==> config.mk <==
export PLATFORM = sky130hd
export DESIGN_NAME = tmds_channel_decoder_flat
export DESIGN_NICKNAME = d
export VERILOG_FILES = /design/src/rtl/tmds_pkg.sv /design/src/rtl/tmds_channel_decoder_if.sv /design/src/rtl/tmds_symbol_decode.sv /design/src/rtl/tmds_channel_decoder.sv /design/src/flat_wrapper.sv
export SDC_FILE = /design/constraint.sdc
export NUM_CORES = 1
export LEC_CHECK = 0
export ABC_AREA = 1
export BUFFER_PORTS_ARGS = -buffer_cell sky130_fd_sc_hd__buf_4
export CORE_ASPECT_RATIO = 0.6
export CORE_MARGIN = 3
export CORE_UTILIZATION = 50
export CTS_CLUSTER_DIAMETER = 30
export CTS_CLUSTER_SIZE = 25
export DETAILED_ROUTE_END_ITERATION = 10
export PLACE_DENSITY_LB_ADDON = 0.25
export SKIP_LAST_GASP = 1
export SLEW_MARGIN = 15
export SYNTH_ARGS = -nofsm -noshare
export SYNTH_HDL_FRONTEND = slang
export SYNTH_SLANG_ARGS = --single-unit
==> constraint.sdc <==
create_clock -name clk -period 4.7 [get_ports clk]
set_clock_uncertainty 0.2 [all_clocks]
set_input_delay 0.94 -clock clk [delete_from_list [all_inputs] [get_ports clk]]
set_output_delay 0.94 -clock clk [all_outputs]
set_load 0.02 [all_outputs]
==> src/rtl/tmds_pkg.sv <==
// Shared TMDS definitions: DVI control tokens, ctrl-to-token mapping and decoder FSM states.
// Used by both the TMDS encoder and the channel decoder.
package tmds_pkg;

  localparam logic [9:0] TOK_CTRL0 = 10'b1101010100;
  localparam logic [9:0] TOK_CTRL1 = 10'b0010101011;
  localparam logic [9:0] TOK_CTRL2 = 10'b0101010100;
  localparam logic [9:0] TOK_CTRL3 = 10'b1010101011;

  localparam logic [3:0] OFFSET_MAX = 4'd9;

  typedef enum logic {
    ST_SEARCH = 1'b0,
    ST_LOCKED = 1'b1
  } dec_state_e;

  function automatic logic [9:0] ctrl_to_token(input logic [1:0] c);
    logic [9:0] tok;
    case (c)
      2'b00:   tok = TOK_CTRL0;
      2'b01:   tok = TOK_CTRL1;
      2'b10:   tok = TOK_CTRL2;
      default: tok = TOK_CTRL3;
    endcase
    return tok;
  endfunction

endpackage

==> src/rtl/tmds_channel_decoder_if.sv <==
// Bus between the deserializer/pixel recovery logic and one TMDS channel decoder.
// lock_loss_cnt exists only when TMDS_DEC_LOCK_STATS_EN is defined.
interface tmds_channel_decoder_if;
  logic [9:0] raw_word;
  logic [7:0] data;
  logic [1:0] ctrl;
  logic       de;
  logic       locked;
  logic [3:0] bit_offset;
`ifdef TMDS_DEC_LOCK_STATS_EN
  logic [15:0] lock_loss_cnt;

  modport master (output raw_word, input data, ctrl, de, locked, bit_offset, lock_loss_cnt);
  modport slave  (input raw_word, output data, ctrl, de, locked, bit_offset, lock_loss_cnt);
`else
  modport master (output raw_word, input data, ctrl, de, locked, bit_offset);
  modport slave  (input raw_word, output data, ctrl, de, locked, bit_offset);
`endif
endinterface

==> src/rtl/tmds_symbol_decode.sv <==
// Combinational TMDS symbol decoder: control-token match plus transition-minimised data decode.
module tmds_symbol_decode
  import tmds_pkg::*;
(
  input  logic [9:0] sym_i,
  output logic       is_token_o,
  output logic [1:0] ctrl_o,
  output logic [7:0] data_o
);

  logic [7:0] d;

  always_comb begin
    is_token_o = 1'b0;
    ctrl_o     = 2'b00;
    for (int c = 0; c < 4; c++) begin
      if (sym_i == ctrl_to_token(2'(c))) begin
        is_token_o = 1'b1;
        ctrl_o     = 2'(c);
      end
    end
  end

  // sym[9] undoes the DC-balance inversion, sym[8] selects XOR vs XNOR chaining
  always_comb begin
    d         = sym_i[9] ? ~sym_i[7:0] : sym_i[7:0];
    data_o    = 8'h00;
    data_o[0] = d[0];
    for (int i = 1; i < 8; i++) begin
      data_o[i] = sym_i[8] ? (d[i] ^ d[i-1]) : ~(d[i] ^ d[i-1]);
    end
    if (is_token_o) data_o = 8'h00;
  end

endmodule

==> src/rtl/tmds_channel_decoder.sv <==
// TMDS channel receiver: bit alignment by control-token hunting, then 2-cycle symbol decode.
// Optional feature macro: TMDS_DEC_LOCK_STATS_EN adds a saturating lock-loss counter.
module tmds_channel_decoder
  import tmds_pkg::*;
#(
  parameter int CTRL_RUN_MIN   = 4,
  parameter int SEARCH_TIMEOUT = 2048,
  parameter int LOCK_TIMEOUT   = 4096
) (
  input  logic                  clk,
  input  logic                  rst,
  tmds_channel_decoder_if.slave dec_if
);

  localparam int RUN_W  = $clog2(CTRL_RUN_MIN + 1);
  localparam int IDLE_W = ($clog2(LOCK_TIMEOUT) > $clog2(SEARCH_TIMEOUT)) ?
                          $clog2(LOCK_TIMEOUT) : $clog2(SEARCH_TIMEOUT);

  logic [9:0]        prev_word_q;
  logic [9:0]        sym_p1_q;
  logic [19:0]       win;
  logic              is_tok;
  logic [1:0]        tok_ctrl;
  logic [7:0]        dec_data;

  dec_state_e        state_q, state_d;
  logic [RUN_W-1:0]  run_cnt_q, run_cnt_d;
  logic [IDLE_W-1:0] idle_cnt_q, idle_cnt_d;
  logic [3:0]        offset_q, offset_d, offset_nxt;
  logic              locked_d;

  logic [7:0]        data_p2_q;
  logic [1:0]        ctrl_p2_q;
  logic              de_p2_q;

  // Stage p1: align the newest word against the previous one
  assign win = {dec_if.raw_word, prev_word_q};

  tmds_symbol_decode u_sym_dec (
    .sym_i      (sym_p1_q),
    .is_token_o (is_tok),
    .ctrl_o     (tok_ctrl),
    .data_o     (dec_data)
  );

  assign offset_nxt = (offset_q == OFFSET_MAX) ? 4'd0 : offset_q + 4'd1;

  // A token always wins over a coincident timeout
  always_comb begin
    state_d    = state_q;
    run_cnt_d  = run_cnt_q;
    idle_cnt_d = idle_cnt_q;
    offset_d   = offset_q;
    case (state_q)
      ST_SEARCH: begin
        if (is_tok) begin
          idle_cnt_d = '0;
          if (run_cnt_q == RUN_W'(CTRL_RUN_MIN - 1)) begin
            state_d   = ST_LOCKED;
            run_cnt_d = '0;
          end else begin
            run_cnt_d = run_cnt_q + 1'b1;
          end
        end else begin
          run_cnt_d = '0;
          if (idle_cnt_q == IDLE_W'(SEARCH_TIMEOUT - 1)) begin
            idle_cnt_d = '0;
            offset_d   = offset_nxt;
          end else begin
            idle_cnt_d = idle_cnt_q + 1'b1;
          end
        end
      end
      default: begin
        if (is_tok) begin
          idle_cnt_d = '0;
        end else if (idle_cnt_q == IDLE_W'(LOCK_TIMEOUT - 1)) begin
          state_d    = ST_SEARCH;
          idle_cnt_d = '0;
          run_cnt_d  = '0;
          offset_d   = offset_nxt;
        end else begin
          idle_cnt_d = idle_cnt_q + 1'b1;
        end
      end
    endcase
  end

  assign locked_d = (state_d == ST_LOCKED);

  // Stage p2: registered decode outputs, gated by the lock state being entered
  always_ff @(posedge clk) begin
    if (rst) begin
      prev_word_q <= '0;
      sym_p1_q    <= '0;
      state_q     <= ST_SEARCH;
      run_cnt_q   <= '0;
      idle_cnt_q  <= '0;
      offset_q    <= '0;
      data_p2_q   <= '0;
      ctrl_p2_q   <= '0;
      de_p2_q     <= 1'b0;
    end else begin
      prev_word_q <= dec_if.raw_word;
      sym_p1_q    <= win[offset_q +: 10];
      state_q     <= state_d;
      run_cnt_q   <= run_cnt_d;
      idle_cnt_q  <= idle_cnt_d;
      offset_q    <= offset_d;
      data_p2_q   <= dec_data;
      de_p2_q     <= locked_d & ~is_tok;
      if (!locked_d)   ctrl_p2_q <= 2'b00;
      else if (is_tok) ctrl_p2_q <= tok_ctrl;
    end
  end

  assign dec_if.data       = data_p2_q;
  assign dec_if.ctrl       = ctrl_p2_q;
  assign dec_if.de         = de_p2_q;
  assign dec_if.locked     = (state_q == ST_LOCKED);
  assign dec_if.bit_offset = offset_q;

`ifdef TMDS_DEC_LOCK_STATS_EN
  logic [15:0] lock_loss_q;
  logic        lock_lost;

  assign lock_lost = (state_q == ST_LOCKED) && (state_d == ST_SEARCH);

  always_ff @(posedge clk) begin
    if (rst)                                    lock_loss_q <= '0;
    else if (lock_lost && lock_loss_q != 16'hFFFF) lock_loss_q <= lock_loss_q + 16'd1;
  end

  assign dec_if.lock_loss_cnt = lock_loss_q;
`endif

endmodule
==> src/flat_wrapper.sv <==
// flat-port wrapper written by rule: the top's interface ports become plain ports
module tmds_channel_decoder_flat import tmds_pkg::*;
#(
  parameter int CTRL_RUN_MIN   = 4,
  parameter int SEARCH_TIMEOUT = 2048,
  parameter int LOCK_TIMEOUT   = 4096
)
  (clk, rst, dec_if_raw_word, dec_if_data, dec_if_ctrl, dec_if_de, dec_if_locked, dec_if_bit_offset);
  tmds_channel_decoder_if dec_if_i ();
  input  logic clk;
  input  logic rst;
  input wire logic [$bits(dec_if_i.raw_word)-1:0] dec_if_raw_word;
  output wire logic [$bits(dec_if_i.data)-1:0] dec_if_data;
  output wire logic [$bits(dec_if_i.ctrl)-1:0] dec_if_ctrl;
  output wire logic [$bits(dec_if_i.de)-1:0] dec_if_de;
  output wire logic [$bits(dec_if_i.locked)-1:0] dec_if_locked;
  output wire logic [$bits(dec_if_i.bit_offset)-1:0] dec_if_bit_offset;
  assign dec_if_i.raw_word = dec_if_raw_word;
  assign dec_if_data = dec_if_i.data;
  assign dec_if_ctrl = dec_if_i.ctrl;
  assign dec_if_de = dec_if_i.de;
  assign dec_if_locked = dec_if_i.locked;
  assign dec_if_bit_offset = dec_if_i.bit_offset;
  tmds_channel_decoder #(.CTRL_RUN_MIN(CTRL_RUN_MIN), .SEARCH_TIMEOUT(SEARCH_TIMEOUT), .LOCK_TIMEOUT(LOCK_TIMEOUT)) u_core (.clk(clk), .rst(rst), .dec_if(dec_if_i));
endmodule
==> results of run 1 <==
==> cells by family after synthesis <==
group | after synthesis | synth area share
xor gates and xnor gates | 17 | 0.0504
AOI/OAI and AO/OA | 53 | 0.109
DFF | 51 | 0.346
buffers and inverters | 67 | 0.106
and+or+nand+nor | 202 | 0.346
adders and majority gates | 10 | 0.0424
==> cell type report <==
| class | instances | area share |
|---|---|---|
| inverters | 50 | 0.0608 |
| clock inverters | 2 | 0.0115 |
| clock buffers | 5 | 0.0212 |
| well taps | 77 | 0.0296 |
| flip-flops and latches | 51 | 0.314 |
| repair buffers | 28 | 0.0647 |
| multi-input cells | 282 | 0.498 |
==> through the flow <==
stage               worst slack, ns  hold slack (ns)
floorplan                      2.84            0.229
global placement               2.48            0.245
detailed placement             2.43            0.253
CTS                            2.11            0.274
global route                   2.01            0.296
finish                         2.12            0.274
==> cell usage after synthesis, drive strengths merged (6+ instances only) <==
library cell,instances,area (µm²)
inv,50,198
dfxtp,51,1020
o211ai,18,135
clkbuf,6,22.5
nand3,47,240
nand4,6,37.5
ha,10,125
a21oi,19,95.1
o21ai,14,77.6
xor2,8,70.1
nor2,50,315
buf,11,91.3
xnor2,9,78.8
nand2,95,382
==> per-layer routing <==
layer,vias up,global-route usage,routed length (µm)
met2,83,0.272,2450
met4,0,0.0442,53
met5,-,0,0
li1,1321,-,-
met3,8,0.0412,489
met1,1131,0.298,3350
==> worst paths after layout <==
| kind | slack, ns | depth (start not counted) | from | endpoint |
|---|---|---|---|---|
| worst max-delay path | 2.12 | 1 | u_core.dec_if.bit_offset[0] | dec_if_bit_offset[0] |
| worst min-delay path | 0.27 | 1 | u_core.idle_cnt_q[0] | u_core.idle_cnt_q[0] |
| worst max register to register | 2.36 | 6 | u_core.dec_if.bit_offset[1] | u_core.sym_p1_q[5] |
| worst min register to register | 0.27 | 1 | u_core.idle_cnt_q[0] | u_core.idle_cnt_q[0] |
==> registers in the layout, summed over array words and instances, names as in the netlist <==
signal / flops
u_core.dec_if.ctrl: 2
u_core.prev_word_q: 10
u_core.sym_p1_q: 10
u_core.dec_if.data: 8
u_core.dec_if.bit_offset: 4
u_core.idle_cnt_q: 12
u_core.run_cnt_q: 3
u_core.dec_if.locked: 1
u_core.dec_if.de: 1
==> power groups by stage <==
stage | Sequential [mW] | Clock [mW] | Combinational, mW
3_5_place_dp | 0.469 | 0 | 0.0949
5_1_grt | 0.462 | 0.329 | 0.106
4_1_cts | 0.459 | 0.311 | 0.0955
2_1_floorplan | 0.474 | 0 | 0.0639
6_report | 0.459 | 0.306 | 0.0948
3_3_place_gp | 0.469 | 0 | 0.0937
==> metrics, run 1 <==
syn avg cell area=7.38 µm²; worst-path cell chain=buf_4; global route overflow=0; Clk pwr share=0.356; Tot GR Track Use=0.194; Period minus WS final=2.58 ns; area added between synthesis and finish=10.1%; Crit path largest cell delay=just under 0.9 ns; Pre-antenna DRT Iters=5; clock-pin slew on the worst setup and hold paths=0.09 ns; WP data required=approximately 3.6 ns; # DRC=0; Die Wd=roughly 110 µm; EDFF count, synth=0; commonest non-fill, non-tap cell in the layout=nand2_1; WP buf/inv=1; switching share of total power=0.251; hold buffers post-CTS=0; Crit Path Max Fanout=29; max cap viols=0; Final Net Count=440; CTS Root Cell=clkbuf_8; Psw=0.216 mW; clock tree sinks=51; DP Area=approximately 0.0031 mm²; Layout fillers=490; Max VDD drop=0.178 mV; CTS resizes=0; Initial Util=0.549; Final setup viols=0; most frequent cells in the layout=91 x nand2_1, 51 x dfxtp_1, 46 x inv_1, 46 x nand3_1, 34 x nor2_1; Sequential Power Share=0.534; Mapped Area=0.00295 mm²; share of cells above drive strength 1=0.158; Pins Over Slew Limit=0; TritonCTS Buffers=5; routed vias/inst=5.14; core area=between 0.005 and 0.006 mm²; Comb power frac=0.110; CTS tree=yes; part of the cycle the worst path needs=0.549; setup bufs post-CTS=0; I/O pins=28; Non-Filler Instances=495; largest buffer count on any clock path=2; Cell Int Power=0.645 mW; asr flop ratio synth=0; fmax=388 MHz; final hold viol count=0; Slowest-stage cell, CP=dfxtp_1; CTS HTree Levels=2; DR WL/cell=12.8 µm; dpl hpwl=4.87 mm; Placed Cells=between 400 and 500; drt total wl=6.34 mm; Leakage=roughly 1.3 nW; sequential share of the synthesized area=0.346; Slew @ Worst Pin=around 0.82 ns; clock latency on the worst-skew pair=0.31 ns; Vias=2543; Unique masters post-synth=31; Final ANT Viol Nets=0; die height=between 60 and 70 µm; setup TNS=0 ns; Design Power=0.861 mW; status=completed; Sequential Area=0.00102 mm²; row count=20; Finished Cell Area=0.00325 mm²; Crit Path Class=flip-flop to output port; first-pass GRT wire length=between 10 and 15 mm; CP endpoint kind=output port; Power Dens Cells=265 mW/mm²; Post-synth top flop=dfxtp_1; fin util=0.604; GP Congestion=between 0.9 and 1; antenna fix cells=0; initial antenna violation count=0; Worst Path Arrival=about 1.4 ns; unrepaired setup endpoints after global routing=no; Initial DRC Count=185; syn nets=~420; Yosys reg bits=51; DIE AREA=0.00689 mm²; Hold WC Path Type=flip-flop to flip-flop; vias in the first global route=2321; synth warn=0; Multi-input gate area=around 0.0016 mm²; Syn Inst Count=400; relative slew slack=0.451; largest net degree at the start of global routing=30; CP top delay family=flip-flops; startpoint class of the critical path=flip-flop; I/O Buffers=27
(Power assumes the default switching activity.)
==> run 2: changes to the inputs <==
==> constraint.sdc (replaced) <==
create_clock -name clk -period 2.45 [get_ports clk]
set_clock_uncertainty 0.2 [all_clocks]
set_input_delay 0.49 -clock clk [delete_from_list [all_inputs] [get_ports clk]]
set_output_delay 0.49 -clock clk [all_outputs]
set_load 0.02 [all_outputs]
==> metrics, run 2 (same netlist as run 1, synthesis figures left out) <==
part of the cycle the worst path needs=0.746; Hold EP=u_core.prev_word_q[7]; slack of the worst reg-to-reg path=0.62 ns (-1.74 ns); row count=20 (unchanged); vias in the first global route=2327 (+0.26%); unrepaired setup endpoints after global routing=no; antenna fix cells=0 (unchanged); Design Power=1.55 mW (+80%); dpl ws=0.635 ns (-1.79 ns); Tot GR Track Use=0.205 (+0.0110); CTS tree=yes; status=completed; Initial DRC Count=242 (+31%); die height=65.5 µm (unchanged); Vias=2579 (+1.4%); dpl hpwl=5.02 mm (+3.0%); relative slew slack=0.588 (+0.137); Final setup viols=0 (unchanged); first-pass GRT wire length=11.2 mm (+3.3%); Power Dens Cells=475 mW/mm² (+80%); Final ANT Viol Nets=0 (unchanged); I/O Buffers=27 (unchanged); Pins Over Slew Limit=0 (unchanged); global route overflow=0 (unchanged); Period minus WS final=1.83 ns; Worst Path Arrival=1.82 ns (+0.38 ns); DIE AREA=0.00689 mm² (unchanged); most frequent cells in the layout=91 x nand2_1, 51 x dfxtp_1, 46 x inv_1, 46 x nand3_1, 34 x nor2_1; largest registers=u_core.idle_cnt_q: 12 flops, u_core.prev_word_q: 10 flops, u_core.sym_p1_q: 10 flops; fmax=547 MHz; GP Congestion=0.922 (-0.16%); CTS HTree Levels=2 (unchanged); Crit path largest cell delay=0.36 ns (-0.51 ns); final hold viol count=0 (unchanged); initial antenna violation count=0 (unchanged); area added between synthesis and finish=10.2% (about the same); core area=0.00538 mm² (unchanged); Biggest register=u_core.idle_cnt_q; CTS resizes=0 (unchanged); largest buffer count on any clock path=2 (unchanged); hold_sp=dec_if_raw_word[7]; largest net degree at the start of global routing=41 (+37%); Leakage=1.34 nW (+0.55%); FF-to-FF path depth=8 (+2); clock latency on the worst-skew pair=0.31 ns (about the same); CTS Root Cell=clkbuf_8; hold buffers post-CTS=0 (unchanged); commonest non-fill, non-tap cell in the layout=nand2_1; DR WL/cell=12.9 µm (+0.78%); # DRC=0 (unchanged); fin util=0.604 (about the same); met3 WL=489 µm (unchanged); WL met2=2.53 mm (+3.1%); Hold Crit Depth=3 (+2); drt total wl=6.44 mm (+1.6%); M1 WL=3.35 mm (+0.21%); clock-pin slew on the worst setup and hold paths=0.09 ns (about the same); Crit Path Class=flip-flop to flip-flop; Slew @ Worst Pin=0.617 ns (-0.205 ns); max cap viols=0 (unchanged); Initial Util=0.549 (unchanged); Hold WC Path Type=input port to flip-flop; Final Net Count=443 (+0.68%); Pre-antenna DRT Iters=5 (unchanged); Crit Path Max Fanout=40 (+38%); worst setup margin=0.623 ns (-1.50 ns); reg-to-reg endpoint=u_core.sym_p1_q[2]; startpoint class of the critical path=flip-flop; CP top delay family=buffers and inverters; setup TNS=0 ns (unchanged); WP data required=2.44 ns (-1.12 ns); Max VDD drop=0.255 mV (+43%); Slowest-stage cell, CP=dfxtp_1; I/O pins=28 (unchanged); CP endpoint kind=flip-flop; setup bufs post-CTS=0 (unchanged); share of cells above drive strength 1=0.164 (+0.00561); routed vias/inst=5.17 (+0.60%); WP buf/inv=2 (+1); worst-path cell chain=buf_4, inv_1, o21ai_0, nand2_1, nand3_1, nand2_1, nand2_1, a21oi_1; DR top layer=met4; worst r2r src=u_core.dec_if.bit_offset[0]; clock tree sinks=51 (unchanged); TritonCTS Buffers=5 (unchanged); CP dominant cell by count=nand2_1; Die Wd=105 µm (unchanged); max reg flops=12 (unchanged)
## run 2: cell types whose count changed in the layout (fill, tap and decap cells not counted)
cell	previous run	this run
clkbuf_1	0	1
buf_4	28	31
clkinv_2	0	1
bufinv_16	1	0
## run 2: area by class of cell
cell class / instances / area (µm²)
Fill cell: 499 / 2130
Multi-Input combinational cell: 282 / 1620
Sequential cell: 51 / 1020
Timing Repair Buffer: 31 / 233
Inverter: 50 / 198
Tap cell: 77 / 96.3
Clock buffer: 6 / 72.6
Clock inverter: 2 / 12.5
## run 2: where the power goes
group          internal, mW  total (mW)  switching (mW)
Combinational        0.0769       0.183           0.106
Clock                 0.200       0.484           0.283
Sequential            0.861       0.880          0.0195
## run 2: worst max path at each step
stage	start	to	depth (start not counted)
after global routing	u_core.dec_if.bit_offset[0]	u_core.sym_p1_q[0]	8
after floorplan	u_core.sym_p1_q[4]	u_core.dec_if.de	10
after detailed placement	u_core.sym_p1_q[8]	u_core.idle_cnt_q[8]	7
after global placement	u_core.sym_p1_q[8]	u_core.idle_cnt_q[8]	7
final	u_core.dec_if.bit_offset[0]	u_core.sym_p1_q[2]	8
after CTS	u_core.sym_p1_q[8]	u_core.idle_cnt_q[8]	7
## run 2: routing by layer
| metal | vias to the layer above | GRT usage |
|---|---|---|
| met2 | 93 | 0.282 |
| li1 | 1322 | - |
| met1 | 1156 | 0.314 |
| met3 | 8 | 0.0461 |
| met4 | 0 | 0.0573 |
| met5 | - | 0 |
## run 2: per-stage QoR
| step | hold slack, ns | instance area (µm²) | instances |
|---|---|---|---|
| after floorplan | 0.229 | 2950 | 400 |
| after global placement | 0.244 | 3170 | 491 |
| after detailed placement | 0.249 | 3170 | 491 |
| after CTS | 0.190 | 3250 | 499 |
| after global routing | 0.201 | 3250 | 499 |
| final | 0.197 | 3250 | 499 |
## run 2: tightest hold or removal path, delay by kind of cell
family / cells / cell delay, ns
simple gates: 1 / 0.06
buf+inv: 2 / 0.12
